--- src/rtl/cpu_core_v2.sv ---
// cpu_core_v2: 6502-subset core with tick divider, absolute/stack addressing and stall-on-not-valid reads.
// Build option CPU_DECIMAL_EN adds SED/CLD and packed-BCD ADC/SBC; without it the core is binary-only.
module cpu_core_v2 #(
  parameter int          CLOCK_DIVIDER = 12,
  parameter logic [15:0] RESET_VECTOR  = 16'hFFFC,
  parameter logic [7:0]  STACK_PAGE    = 8'h01
) (
  input  logic        clock_i,
  input  logic        reset_ni,
  input  logic [7:0]  data_i,
  input  logic        data_valid_i,
  output logic [7:0]  data_o,
  output logic [15:0] address_o,
  output logic        address_valid_o,
  output logic        data_valid_o,
  output logic        sync_o
);
  localparam int DW = $clog2(CLOCK_DIVIDER) + 1;

  typedef enum logic [2:0] {
    S_RST_LO, S_RST_HI, S_FETCH, S_T1, S_T2, S_T3
  } state_t;

  state_t        state, state_nx;
  logic [DW-1:0] div;
  logic          tick, adv;
  logic [15:0]   pc, pc_nx, addr_nx;
  logic [7:0]    a, x, y, sp, p, ir, lo;
  logic [7:0]    a_nx, x_nx, y_nx, sp_nx, p_nx, ir_nx, lo_nx, wdata_nx;
  logic          we_nx, sync_nx, load_en;
  logic [7:0]    m, alu_r, alu_p;
  logic [8:0]    bin;

  assign address_valid_o = 1'b1;
  // Valid/ready: a tick retires the current bus cycle when it is a write (never stalls)
  // or a read with data_valid_i high; otherwise every register, address included, holds.
  assign adv = tick && (data_valid_o || data_valid_i);

  always_ff @(posedge clock_i) begin
    if (!reset_ni) begin
      div  <= '0;
      tick <= 1'b0;
    end else if (div == DW'(CLOCK_DIVIDER - 1)) begin
      div  <= '0;
      tick <= 1'b1;
    end else begin
      div  <= div + DW'(1);
      tick <= 1'b0;
    end
  end

`ifdef CPU_DECIMAL_EN
  logic [4:0] dlo, dhi;
  logic       hc;
`endif

  // N/Z/V always come from the binary sum; only the result and ADC carry change in decimal mode.
  always_comb begin
    m        = (ir == 8'hE9) ? ~data_i : data_i;
    bin      = {1'b0, a} + {1'b0, m} + {8'h00, p[0]};
    alu_r    = bin[7:0];
    alu_p    = p;
    alu_p[0] = bin[8];
    alu_p[1] = (bin[7:0] == 8'h00);
    alu_p[6] = ~(a[7] ^ m[7]) & (a[7] ^ bin[7]);
    alu_p[7] = bin[7];
`ifdef CPU_DECIMAL_EN
    hc  = 1'b0;
    dlo = {1'b0, a[3:0]} + {1'b0, m[3:0]} + {4'h0, p[0]};
    dhi = '0;
    if (p[3]) begin
      if (ir == 8'hE9) begin
        hc = dlo[4];
        if (!hc) dlo = dlo - 5'd6;
        dhi = {1'b0, a[7:4]} + {1'b0, m[7:4]} + {4'h0, hc};
        if (!dhi[4]) dhi = dhi - 5'd6;
      end else begin
        hc = (dlo > 5'd9);
        if (hc) dlo = dlo + 5'd6;
        dhi = {1'b0, a[7:4]} + {1'b0, m[7:4]} + {4'h0, hc};
        alu_p[0] = (dhi > 5'd9);
        if (dhi > 5'd9) dhi = dhi + 5'd6;
      end
      alu_r = {dhi[3:0], dlo[3:0]};
    end
`endif
  end

  always_comb begin
    state_nx = state;
    pc_nx    = pc;
    a_nx     = a;
    x_nx     = x;
    y_nx     = y;
    sp_nx    = sp;
    p_nx     = p;
    ir_nx    = ir;
    lo_nx    = lo;
    addr_nx  = address_o;
    wdata_nx = data_o;
    we_nx    = 1'b0;
    sync_nx  = 1'b0;
    load_en  = 1'b0;
    unique case (state)
      S_RST_LO: begin
        pc_nx[7:0] = data_i;
        addr_nx    = RESET_VECTOR + 16'd1;
        state_nx   = S_RST_HI;
      end
      S_RST_HI: begin
        pc_nx[15:8] = data_i;
        state_nx    = S_FETCH;
      end
      S_FETCH: begin
        ir_nx    = data_i;
        pc_nx    = pc + 16'd1;
        addr_nx  = pc + 16'd1;
        state_nx = S_T1;
      end
      S_T1: begin
        state_nx = S_FETCH;
        case (ir)
          8'hA9, 8'hA2, 8'hA0: begin
            pc_nx   = pc + 16'd1;
            load_en = 1'b1;
          end
          8'h69, 8'hE9: begin
            pc_nx = pc + 16'd1;
            a_nx  = alu_r;
            p_nx  = alu_p;
          end
          8'hA5, 8'hA6, 8'hA4, 8'hB5, 8'h85: begin
            pc_nx    = pc + 16'd1;
            lo_nx    = data_i;
            addr_nx  = {8'h00, data_i};
            state_nx = S_T2;
            we_nx    = (ir == 8'h85);
            wdata_nx = a;
          end
          8'hAD, 8'hAE, 8'hAC, 8'h8D, 8'h4C: begin
            pc_nx    = pc + 16'd1;
            lo_nx    = data_i;
            addr_nx  = pc + 16'd1;
            state_nx = S_T2;
          end
          8'h48, 8'h68: begin
            addr_nx  = {STACK_PAGE, sp};
            we_nx    = (ir == 8'h48);
            wdata_nx = a;
            state_nx = S_T2;
          end
`ifdef CPU_DECIMAL_EN
          8'hF8:   p_nx[3] = 1'b1;
          8'hD8:   p_nx[3] = 1'b0;
`endif
          default: ;
        endcase
      end
      S_T2: begin
        state_nx = S_FETCH;
        case (ir)
          8'hA5, 8'hA6, 8'hA4: load_en = 1'b1;
          // Zero-page indexing wraps inside page zero.
          8'hB5: begin
            addr_nx  = {8'h00, lo + x};
            state_nx = S_T3;
          end
          8'hAD, 8'hAE, 8'hAC, 8'h8D: begin
            pc_nx    = pc + 16'd1;
            addr_nx  = {data_i, lo};
            we_nx    = (ir == 8'h8D);
            wdata_nx = a;
            state_nx = S_T3;
          end
          8'h4C:   pc_nx = {data_i, lo};
          8'h48:   sp_nx = sp - 8'd1;
          8'h68: begin
            sp_nx    = sp + 8'd1;
            addr_nx  = {STACK_PAGE, sp + 8'd1};
            state_nx = S_T3;
          end
          default: ;
        endcase
      end
      S_T3: begin
        state_nx = S_FETCH;
        load_en  = (ir != 8'h8D);
      end
      default: state_nx = S_RST_LO;
    endcase

    if (load_en) begin
      case (ir)
        8'hA2, 8'hA6, 8'hAE: x_nx = data_i;
        8'hA0, 8'hA4, 8'hAC: y_nx = data_i;
        default:             a_nx = data_i;
      endcase
      p_nx[7] = data_i[7];
      p_nx[1] = (data_i == 8'h00);
    end

    if (state_nx == S_FETCH) begin
      addr_nx = pc_nx;
      sync_nx = 1'b1;
    end
  end

  always_ff @(posedge clock_i) begin
    if (!reset_ni) begin
      state        <= S_RST_LO;
      pc           <= 16'h0000;
      a            <= 8'h00;
      x            <= 8'h00;
      y            <= 8'h00;
      sp           <= 8'hFD;
      p            <= 8'h34;
      ir           <= 8'h00;
      lo           <= 8'h00;
      address_o    <= RESET_VECTOR;
      data_o       <= 8'h00;
      data_valid_o <= 1'b0;
      sync_o       <= 1'b0;
    end else if (adv) begin
      state        <= state_nx;
      pc           <= pc_nx;
      a            <= a_nx;
      x            <= x_nx;
      y            <= y_nx;
      sp           <= sp_nx;
      p            <= p_nx;
      ir           <= ir_nx;
      lo           <= lo_nx;
      address_o    <= addr_nx;
      data_o       <= wdata_nx;
      data_valid_o <= we_nx;
      sync_o       <= sync_nx;
    end
  end
endmodule

--- config.mk ---
export PLATFORM = sky130hd
export DESIGN_NAME = cpu_core_v2
export DESIGN_NICKNAME = d
export VERILOG_FILES = /design/src/rtl/cpu_core_v2.sv
export SDC_FILE = /design/constraint.sdc
export NUM_CORES = 1
export LEC_CHECK = 0
export CORE_ASPECT_RATIO = 1.5
export CORE_UTILIZATION = 47
export DETAILED_ROUTE_END_ITERATION = 12
export PLACE_DENSITY_LB_ADDON = 0.08
export REMOVE_ABC_BUFFERS = 1
export SETUP_SLACK_MARGIN = 0.2
export SLEW_MARGIN = 20
export SYNTH_ARGS = -nofsm -noshare
export SYNTH_HDL_FRONTEND = slang
export SYNTH_SLANG_ARGS = --single-unit
--- constraint.sdc ---
create_clock -name clock_i -period 8.4 [get_ports clock_i]
set_input_delay 1.68 -clock clock_i [delete_from_list [all_inputs] [get_ports clock_i]]
set_output_delay 1.68 -clock clock_i [all_outputs]
set_load 0.01 [all_outputs]
==> out/metrics.csv <==
metric,value,unit
outcome,"complete, no violations",
antenna_cells,0,
synthesis.instances,840,
drcViolationCount,0,
max_freq,228,MHz
first_iter_violations,473,
start_util,48.0,%
grt_pass1_wl,35100,µm
cts_setup_buffers,0,
post_synth.cell_area_avg,7.65,µm²
hp-start,div[0],
via_per_inst,6.59,
regToRegStartpoint,state[0],
start_kind,primary input,
antenna_found_initial,0,
totalWireLength,22200,µm
grt.overflow.total,0,
yosys_register_bits,92,
critPathMaxFanout,7,
hold_ep,div[0],
drt-pass1-iter-count,5,
total_power,0.880,mW
hold_violations,0,
timing_worst_setup_path_type,in -> reg,
yosys_warnings,0,
layoutNonFillerInstCount,998,
holdCritPathClass,reg -> reg,
finish.utilization,52.7,%
rr_worst_depth,7,
placement_rows,52,
worst_pin_slew,1200,ps
layout.area.seq,1840,µm²
commonest_cells_after_routing_fill_and_taps_aside,"sky130_fd_sc_hd__dfxtp_1 (92), sky130_fd_sc_hd__nor2_1 (90), sky130_fd_sc_hd__a21oi_1 (76)",
dp.final_hpwl,15500,µm
clock_sinks,92,
period_share,52.3,%
cp-end-kind,flip-flop,
setup_tns,0,ps
max-clock-path-buffers,2,
clock_skew,11.1,ps
final_critical_path_setup_slack,4010,ps
reported_max_cap_violation_count,0,
dpl_worst_slack,3720,ps
largest_net_degree_at_the_start_of_global_routing,60,
vdd_ir_drop_max,0.0806,mV
cts_inserted_buffers,9,
yosys.cell_types.count,86,
synth_sequential_area_ratio,28.6,%
critPathRequiredTime,8670,ps
clk-insertion-delay-late,350,ps
die_w,97.5,µm
fin_max_slew_vios,0,
dp.cells,982,
wl_per_cell,22.3,µm
syn_to_final_growth,9.87,%
slew_headroom,18.2,%
cts.repair.resized,0,
layout.filler_cells,1321,
antenna_violating_nets_post_route,0,
clock_tree_root,sky130_fd_sc_hd__clkbuf_16,
syn-cell-area,6430,µm²
finalSetupViolations,0,
hold_path_depth,1,
drive_gt1_share,5.38,%
grt_setup_unrepaired,no,
via_count,6576,
finish.net_count,863,
rr_endpoint,address_o[9],
cts_hold_buf,0,
setup.reg_to_reg.worst_slack,4350,ps
fp.dieH,145,µm
area_of_combinational_cells_with_multiple_inputs,4240,µm²
powerDensity,125,nW/µm²
cts_tree,built,
power.leakage,2.47,nW
min_period,4390,ps
synth-edff-count,0,
cts_max_level,3,
design.die.area,14200,µm²
input_output_buffers,36,
pin_count,38,
first_global_vias,6405,
worst-endpoint-arrival,4660,ps
gr-usage-all-layers,31.5,%
ys_async_sr_fraction,0,%
clkTransAtPathRegs,70,ps
layout_commonest_cell,sky130_fd_sc_hd__dfxtp_1,
core_region_area,13400,µm²
synth_flop_cell,sky130_fd_sc_hd__dfxtp_1,
globalplace.congestion,0.943,
worst max-delay path, stage by stage:
cell and delay [ps]:
sky130_fd_sc_hd__clkdlybuf4s50_1 750, sky130_fd_sc_hd__inv_1 190, sky130_fd_sc_hd__xnor2_1 220, sky130_fd_sc_hd__fa_1 250
sky130_fd_sc_hd__inv_1 60, sky130_fd_sc_hd__fa_1 400, sky130_fd_sc_hd__a21o_1 170, sky130_fd_sc_hd__a21oi_1 220
sky130_fd_sc_hd__o21bai_1 100, sky130_fd_sc_hd__a21oi_1 230, sky130_fd_sc_hd__xnor2_1 140, sky130_fd_sc_hd__a22oi_1 70
sky130_fd_sc_hd__o21ai_0 160
worst max-delay path by stage:
stage,from,to,slack (ps),depth (start not counted)
after floorplan,data_i[0],a[4],4770,12
after global placement,data_i[0],a[6],3810,13
after detailed placement,data_i[0],a[6],3720,13
after CTS,data_i[0],a[6],4060,13
after global routing,data_i[0],a[6],3830,13
final,data_i[0],a[6],4010,13
cell usage after synthesis (all sizes together), types with 7 or more instances:
cell type | n | area share (%)
a211oi | 11 | 1.3
nor2 | 93 | 5.5
nand2 | 65 | 3.8
nor3 | 28 | 2.3
and3 | 8 | 0.93
o22ai | 12 | 1.2
nand4 | 8 | 0.88
a221oi | 10 | 1.4
nand3 | 45 | 3.5
nor2b | 11 | 1.1
mux2i | 24 | 3.7
a21o | 10 | 1.2
a22oi | 13 | 1.6
clkbuf | 52 | 3.1
inv | 19 | 1.1
ha | 18 | 3.5
xor2 | 15 | 2.0
o21ai | 47 | 3.7
xnor2 | 27 | 3.7
buf | 13 | 1.2
o31ai | 9 | 1.1
o211ai | 11 | 1.3
dfxtp | 92 | 29
o21a | 7 | 0.82
a21oi | 77 | 6.1
through the flow:
step / instance area, µm² / hold WS (ps)
global placement: 6780 / 430
floorplan: 6150 / 418
detailed placement: 6780 / 444
global route: 7060 / 511
finish: 7060 / 454
CTS: 7060 / 454
metal layers:
metal / global-route usage, % / vias to the layer above / part of all wire [%]
met5: 0 / - / 0
met2: 52.7 / 265 / 48
met3: 4.43 / 80 / 6.0
li1: - / 3073 / -
met4: 20.6 / 0 / 6.3
met1: 37.3 / 3158 / 40
power by group:
| part | switching, mW | internal [mW] | total [mW] |
|---|---|---|---|
| Sequential | 0.00173 | 0.437 | 0.439 |
| Clock | 0.186 | 0.210 | 0.396 |
| Combinational | 0.0294 | 0.0147 | 0.0441 |
| Total | 0.218 | 0.662 | 0.880 |
registers in the layout, summed over array words and instances (netlist names):
name          count
address_o        16
pc               16
a                 8
data_o            8
ir                8
lo                8
sp                8
x                 8
div               5
state             3
data_valid_o      1
p                 1
sync_o            1
tick              1
logic make-up after synthesis:
group	synth area share (%)
simple gates	23.2
compound gates	28.6
flops	28.6
buf+inv	5.45
xor+xnor	5.72
mux	3.91
fa+ha+maj	4.44
other cells	0.0583
final cells by class:
cell class                      instances  area share (%)
Inverter                               20            1.06
Timing Repair Buffer                   45            6.06
Tap cell                              162            2.87
Sequential cell                        92            26.1
Multi-Input combinational cell        663            60.0
Clock buffer                           11            3.44
Clock inverter                          5           0.514
Note: power is estimated with default switching activity, not from simulation.
